$ cat src/rtl/riscv_pkg.sv
// Shared RISC-V definitions: opcodes, load/store size encodings and LSU state.
// Also holds the small legality/alignment helpers used by the load/store unit.
package riscv_pkg;

    typedef enum logic [6:0] {
        OP_LOAD   = 7'b0000011,
        OP_STORE  = 7'b0100011,
        OP_OP     = 7'b0110011,
        OP_OP_IMM = 7'b0010011,
        OP_BRANCH = 7'b1100011,
        OP_JAL    = 7'b1101111,
        OP_JALR   = 7'b1100111,
        OP_LUI    = 7'b0110111,
        OP_AUIPC  = 7'b0010111
    } opcode_e;

    typedef enum logic [1:0] {
        IDLE = 2'b00,
        REQ  = 2'b01,
        WAIT = 2'b10,
        RESP = 2'b11
    } lsu_state_e;

    localparam logic [2:0] LB  = 3'b000;
    localparam logic [2:0] LH  = 3'b001;
    localparam logic [2:0] LW  = 3'b010;
    localparam logic [2:0] LBU = 3'b100;
    localparam logic [2:0] LHU = 3'b101;
    localparam logic [2:0] SB  = 3'b000;
    localparam logic [2:0] SH  = 3'b001;
    localparam logic [2:0] SW  = 3'b010;

    function automatic logic load_legal(input logic [2:0] f3);
        return (f3 == LB) || (f3 == LH) || (f3 == LW) || (f3 == LBU) || (f3 == LHU);
    endfunction

    function automatic logic store_legal(input logic [2:0] f3);
        return (f3 == SB) || (f3 == SH) || (f3 == SW);
    endfunction

    // funct3[1:0] is the access size for every legal encoding.
    function automatic logic is_aligned(input logic [2:0] f3, input logic [1:0] lo);
        logic ok;
        case (f3[1:0])
            2'b00:   ok = 1'b1;
            2'b01:   ok = ~lo[0];
            default: ok = (lo == 2'b00);
        endcase
        return ok;
    endfunction

endpackage

$ cat src/rtl/lsu_align.sv
// Byte-lane steering for the load/store unit: byte enables, store data
// replication and load lane extraction with sign/zero extension.
module lsu_align
    import riscv_pkg::*;
(
    input  logic [2:0]  funct3,
    input  logic [1:0]  addr_lo,
    input  logic [31:0] wdata,
    input  logic [31:0] rdata_word,
    output logic [3:0]  be,
    output logic [31:0] wdata_rep,
    output logic [31:0] load_data
);

    logic [7:0]  lane_b;
    logic [15:0] lane_h;

    always_comb begin
        be        = 4'b1111;
        wdata_rep = wdata;
        load_data = rdata_word;
        lane_b    = rdata_word[{addr_lo, 3'b000} +: 8];
        lane_h    = rdata_word[{addr_lo[1], 4'b0000} +: 16];

        case (funct3[1:0])
            2'b00: begin
                be        = 4'b0001 << addr_lo;
                wdata_rep = {4{wdata[7:0]}};
            end
            2'b01: begin
                be        = 4'b0011 << addr_lo;
                wdata_rep = {2{wdata[15:0]}};
            end
            default: begin
                be        = 4'b1111;
                wdata_rep = wdata;
            end
        endcase

        case (funct3)
            LB:      load_data = {{24{lane_b[7]}}, lane_b};
            LH:      load_data = {{16{lane_h[15]}}, lane_h};
            LBU:     load_data = {24'd0, lane_b};
            LHU:     load_data = {16'd0, lane_h};
            default: load_data = rdata_word;
        endcase
    end

endmodule

$ cat src/rtl/load_store_unit.sv
// Load/store unit: accepts one access at a time from the pipeline, runs the
// memory request/grant/rvalid sequence with a timeout, and returns one response.
module load_store_unit
    import riscv_pkg::*;
#(
    parameter int TIMEOUT = 16
) (
    input  logic        clk,
    input  logic        rst_n,
    input  logic        req_valid,
    output logic        req_ready,
    input  logic [3:0]  mem_w,
    input  logic        is_load,
    input  logic [31:0] addr,
    input  logic [31:0] wdata,
    output logic        rsp_valid,
    output logic [31:0] rdata,
    output logic        err,
    output logic        stall,
    output logic        dmem_req,
    output logic        dmem_we,
    output logic [31:0] dmem_addr,
    output logic [3:0]  dmem_be,
    output logic [31:0] dmem_wdata,
    input  logic        dmem_gnt,
    input  logic        dmem_rvalid,
    input  logic [31:0] dmem_rdata,
    output lsu_state_e  state_dbg
);

    // Handshakes: an access transfers on req_valid && req_ready; a memory
    // request transfers on dmem_req && dmem_gnt and completes on dmem_rvalid
    // in WAIT; rsp_valid is a single-cycle pulse with no back-pressure.

    localparam int CW = $clog2(TIMEOUT + 1);
    localparam logic [CW-1:0] CNT_LAST = CW'(TIMEOUT - 1);

    lsu_state_e     state_q, state_d;
    logic [2:0]     funct3_q;
    logic           store_en_q;
    logic           is_load_q;
    logic [31:0]    addr_q;
    logic [31:0]    wdata_q;
    logic [CW-1:0]  cnt_q;
    logic [31:0]    rdata_q;
    logic           err_q;

    logic [2:0]     f3_in;
    logic           st_in;
    logic           access_in;
    logic           legal_in;
    logic           aligned_in;
    logic           go_mem;
    logic           bad_in;

    logic [3:0]     be_a;
    logic [31:0]    wdata_a;
    logic [31:0]    load_a;

    assign f3_in = mem_w[3:1];
    assign st_in = mem_w[0];

    // Requesting both a load and a store is treated as illegal.
    always_comb begin
        access_in  = is_load | st_in;
        legal_in   = is_load ? (~st_in & load_legal(f3_in))
                             : (~st_in | store_legal(f3_in));
        aligned_in = is_aligned(f3_in, addr[1:0]);
        go_mem     = access_in & legal_in & aligned_in;
        bad_in     = ~legal_in | (access_in & ~aligned_in);
    end

    lsu_align u_align (
        .funct3     (funct3_q),
        .addr_lo    (addr_q[1:0]),
        .wdata      (wdata_q),
        .rdata_word (dmem_rdata),
        .be         (be_a),
        .wdata_rep  (wdata_a),
        .load_data  (load_a)
    );

    always_comb begin
        state_d    = state_q;
        req_ready  = 1'b0;
        stall      = 1'b1;
        rsp_valid  = 1'b0;
        dmem_req   = 1'b0;
        dmem_we    = 1'b0;
        dmem_addr  = '0;
        dmem_be    = '0;
        dmem_wdata = '0;

        case (state_q)
            IDLE: begin
                req_ready = 1'b1;
                stall     = 1'b0;
                if (req_valid) begin
                    state_d = go_mem ? REQ : RESP;
                end
            end
            REQ: begin
                dmem_req   = 1'b1;
                dmem_we    = store_en_q;
                dmem_addr  = {addr_q[31:2], 2'b00};
                dmem_be    = be_a;
                dmem_wdata = store_en_q ? wdata_a : '0;
                if (dmem_gnt) begin
                    state_d = WAIT;
                end
            end
            WAIT: begin
                // rvalid on the last counted cycle still completes normally.
                if (dmem_rvalid || (cnt_q == CNT_LAST)) begin
                    state_d = RESP;
                end
            end
            RESP: begin
                rsp_valid = 1'b1;
                state_d   = IDLE;
            end
            default: state_d = IDLE;
        endcase
    end

    always_ff @(posedge clk or negedge rst_n) begin
        if (!rst_n) begin
            state_q    <= IDLE;
            funct3_q   <= '0;
            store_en_q <= 1'b0;
            is_load_q  <= 1'b0;
            addr_q     <= '0;
            wdata_q    <= '0;
            cnt_q      <= '0;
            rdata_q    <= '0;
            err_q      <= 1'b0;
        end else begin
            state_q <= state_d;
            case (state_q)
                IDLE: begin
                    if (req_valid) begin
                        funct3_q   <= f3_in;
                        store_en_q <= st_in;
                        is_load_q  <= is_load;
                        addr_q     <= addr;
                        wdata_q    <= wdata;
                        rdata_q    <= '0;
                        err_q      <= bad_in;
                    end
                end
                REQ: begin
                    if (dmem_gnt) begin
                        cnt_q <= '0;
                    end
                end
                WAIT: begin
                    if (dmem_rvalid) begin
                        rdata_q <= is_load_q ? load_a : '0;
                        err_q   <= 1'b0;
                    end else if (cnt_q == CNT_LAST) begin
                        rdata_q <= '0;
                        err_q   <= 1'b1;
                    end else begin
                        cnt_q <= cnt_q + 1'b1;
                    end
                end
                default: ;
            endcase
        end
    end

    assign rdata     = rdata_q;
    assign err       = err_q;
    assign state_dbg = state_q;

endmodule
$ cat config.mk
export PLATFORM = sky130hd
export DESIGN_NAME = load_store_unit
export DESIGN_NICKNAME = d
export VERILOG_FILES = /design/src/rtl/riscv_pkg.sv /design/src/rtl/lsu_align.sv /design/src/rtl/load_store_unit.sv
export SDC_FILE = /design/constraint.sdc
export NUM_CORES = 1
export LEC_CHECK = 0
export CAP_MARGIN = 25
export CORE_MARGIN = 4
export CORE_UTILIZATION = 36
export DETAILED_ROUTE_END_ITERATION = 10
export GPL_TIMING_DRIVEN = 1
export PLACE_DENSITY = 0.68
export SYNTH_ARGS = -nofsm -noshare
export SYNTH_HDL_FRONTEND = slang
export SYNTH_SLANG_ARGS = --single-unit
$ cat constraint.sdc
create_clock -name clk -period 3.4 [get_ports clk]
set_input_delay 0.51 -clock clk [delete_from_list [all_inputs] [get_ports clk]]
set_output_delay 0.51 -clock clk [all_outputs]
set_load 0.01 [all_outputs]
==> flow_summary_export.csv <==
group,metric,value,unit
timing,fin_crit,2.948,ns
timing,slew_headroom,37.42,%
final_layout,layout_commonest_cell,"clkdlybuf4s50_1",
worst_setup_path,cp-end-kind,"output pin",
placement,port_buffers,211,
global_route,grt.busiest_layer,"met2",
clocking,root_buffer,"clkbuf_16",
final_layout,seqCellArea,2729,µm²
clocking,insertion_delay,0.35,ns
global_route,grt_first_pass_wirelength,27000,µm
timing,slew_viol_final,0,
global_route,overflow,0,
clocking,cts.sinks,109,
synthesis,synth-async-reset-ratio,100.0,%
timing,setup_ws,0.4518,ns
synthesis,synth_area_per_cell,10.76,µm²
floorplan,die-area,17430,µm²
job,drv_cap,0,
final_layout,nets,817,
synthesis,synth_xor_area_share,0,%
synthesis,synth-edff-count,0,
power_and_ir_drop,p_leak,3.411,nW
floorplan,die_height,132.0,µm
synthesis,syn_inst,515,
timing,skew,0.007667,ns
worst_setup_path,setup.worst_path.end,"dmem_wdata[8]",
synthesis,ys_types,42,
global_route,grt_use_met3,6.069,%
routing,drc,0,
placement,gp_congestion,0.8552,
synthesis,synth.mux.area_fraction,18.09,%
final_layout,final_layout_size_suffix_gt1_share,13.38,%
timing,setup_violations,0,
placement,placedCellCount,882,
worst_setup_path,cp.required,2.89,ns
routing,wl,16860,µm
routing,initialDrtViolationCount,321,
worst_hold_path,hp-class,"in -> async",
synthesis,yosys_most_used_dff,"dfrtp_1",
clocking,cts_buffer_depth,2,
worst_setup_path,r2r_cells,5,
worst_setup_path,cp_max_fo,25,
floorplan,coreArea,15150,µm²
timing,fmax,339.2,MHz
placement,dp_hpwl,12460,µm
final_layout,fill_cells,1343,
final_layout,multi_input_area,2628,µm²
final_layout,syn_to_final_growth,45.81,%
global_route,antenna_found_initial,1,
clocking,path_clk_slew,0.07,ns
global_route,grt_pass1_vias,4989,
worst_setup_path,r2r_setup_slack,0.83,ns
routing,antenna_left,0,
global_route,grt_max_degree,70,
clocking,hold_buffers,0,
clocking,cts_resized,0,
power_and_ir_drop,peakVddDrop,0.0003680,V
worst_setup_path,arrival,2.44,ns
power_and_ir_drop,powerDensity,847.0,nW/µm²
floorplan,pin_count,214,
synthesis,yosys.area_share.simple,14.52,%
placement,dp_worst_setup_slack,0.6209,ns
worst_setup_path,start_kind,"flip-flop",
timing,period_share,86.71,%
global_route,grt_use_met2,30.59,%
timing,hold_viol,0,
floorplan,rows,45,
routing,viasPerCell,5.273,
timing,rsz0062_at_grt,"false",
timing,whs,0.2226,ns
clocking,cts_buffers,9,
routing,post_drt_wl_per_cell,18.78,µm
timing,fin_setup_tns,0,ns
timing,tightest_slew,0.9387,ns
worst_setup_path,r2r_start,"state_dbg[0]",
synthesis,synth_compound_area_share,13.19,%
synthesis,ys_warn_count,0,
final_layout,fin_cells,898,
worst_setup_path,worstSetupStartpoint,"state_dbg[1]",
clocking,h-tree-depth,3,
global_route,grt_use_total,19.25,%
clocking,post-cts-setup-buffer-count,0,
worst_setup_path,reg2reg_to,"rdata[26]",
synthesis,synthesis.area,5539,µm²
synthesis,synth-seq-area-share,49.24,%
routing,route.vias.total,4735,
worst_setup_path,crit_type,"reg -> out",
floorplan,start_util,36.57,%
clocking,tritoncts,"done",
synthesis,synth-seq-cells,109,
synthesis,synth_top_family_by_area,"multiplexers",
floorplan,die_x,132.0,µm
final_layout,mostFrequentLayoutCells,"210 x clkdlybuf4s50_1, 108 x dfrtp_1, 71 x mux2_2, 45 x nand2_1, 32 x nor2_1",
routing,drtPass1Iterations,4,
status,status,"finished clean",
global_route,gr-usage-met1,24.35,%
final_layout,antenna-diode-count,0,
synthesis,synthAdderAreaFrac,1.355,%
logic make-up after synthesis:
kind of cell | count (synthesis)
AND/OR/NAND/NOR | 155
flip-flops | 109
AO/OA/AOI/OAI | 107
multiplexers | 90
buffers and inverters | 47
adder cells (fa/ha/maj) | 6
other | 1
synthesized netlist by cell type (all sizes together), types with 2 or more instances:
library cell	number	area, µm²
o21ai	30	150.1
ha	6	75.07
nand2	46	172.7
nand3	7	35.03
inv	8	30.03
and2	31	193.9
o2111ai	2	17.52
mux2i	18	180.2
nand2b	6	37.54
mux2	71	799.5
nand3b	8	60.06
and3	9	56.30
nor2b	8	50.05
nor2	32	120.1
a21o	7	52.55
o211ai	2	15.01
o31ai	2	15.01
clkbuf	19	71.32
a221o	16	160.2
buf	20	93.83
a221oi	8	70.07
a21oi	25	125.1
dfrtp	109	2728
o21a	4	30.03
a211o	6	52.55
worst max-delay path, cell delays in order, from the launching register on:
cell             delay [ns]
dfrtp_1                0.43
inv_1                  0.09
ha_1                   0.18
nand2_1                0.46
a21oi_1                0.33
clkdlybuf4s50_1        0.58
flip-flops by register name, indices dropped and copies added, names as in the netlist:
signal and cells:
addr_q 32, rdata 32, wdata_q 32, cnt_q 5, funct3_q 3, state_dbg 2, err 1, is_load_q 1
store_en_q 1
per-layer routing:
metal	up-vias	routed length [µm]
li1	2197	-
met1	2293	7175
met2	210	7806
met3	33	1391
met4	2	477
met5	-	11
metrics by stage:
step | power (mW) | instance area (µm²) | utilization, %
6_report | 6.841 | 8077 | 53.33
5_1_grt | 7.327 | 8077 | 53.33
4_1_cts | 6.925 | 8077 | 53.33
3_5_place_dp | 5.832 | 7789 | 51.43
3_3_place_gp | 5.739 | 7789 | 51.43
2_1_floorplan | 4.300 | 5543 | -
report_power, final:
part / internal (mW) / total [mW] / switching [mW]
Combinational: 1.80 / 3.42 / 1.62
Sequential: 1.90 / 2.37 / 0.468
Clock: 0.594 / 1.05 / 0.460
Total: 4.30 / 6.84 / 2.54
worst min-delay path by stage:
stage,from,to,cells after the start
3_5_place_dp,cnt_q[4],cnt_q[4],2
6_report,rst_n,rdata[28],1
5_1_grt,rst_n,rdata[24],1
2_1_floorplan,rst_n,addr_q[0],0
3_3_place_gp,cnt_q[4],cnt_q[4],2
4_1_cts,rst_n,rdata[28],1
final cells by class:
class | instances | share of cell area [%]
inverter | 8 | 0.3718
clock buffer | 15 | 3.191
clock inverter | 1 | 0.3718
tap | 188 | 2.912
multi-input combinational | 360 | 32.53
sequential | 109 | 33.79
timing repair buffer | 217 | 26.83
Note: power is estimated with default switching activity, not from simulation.
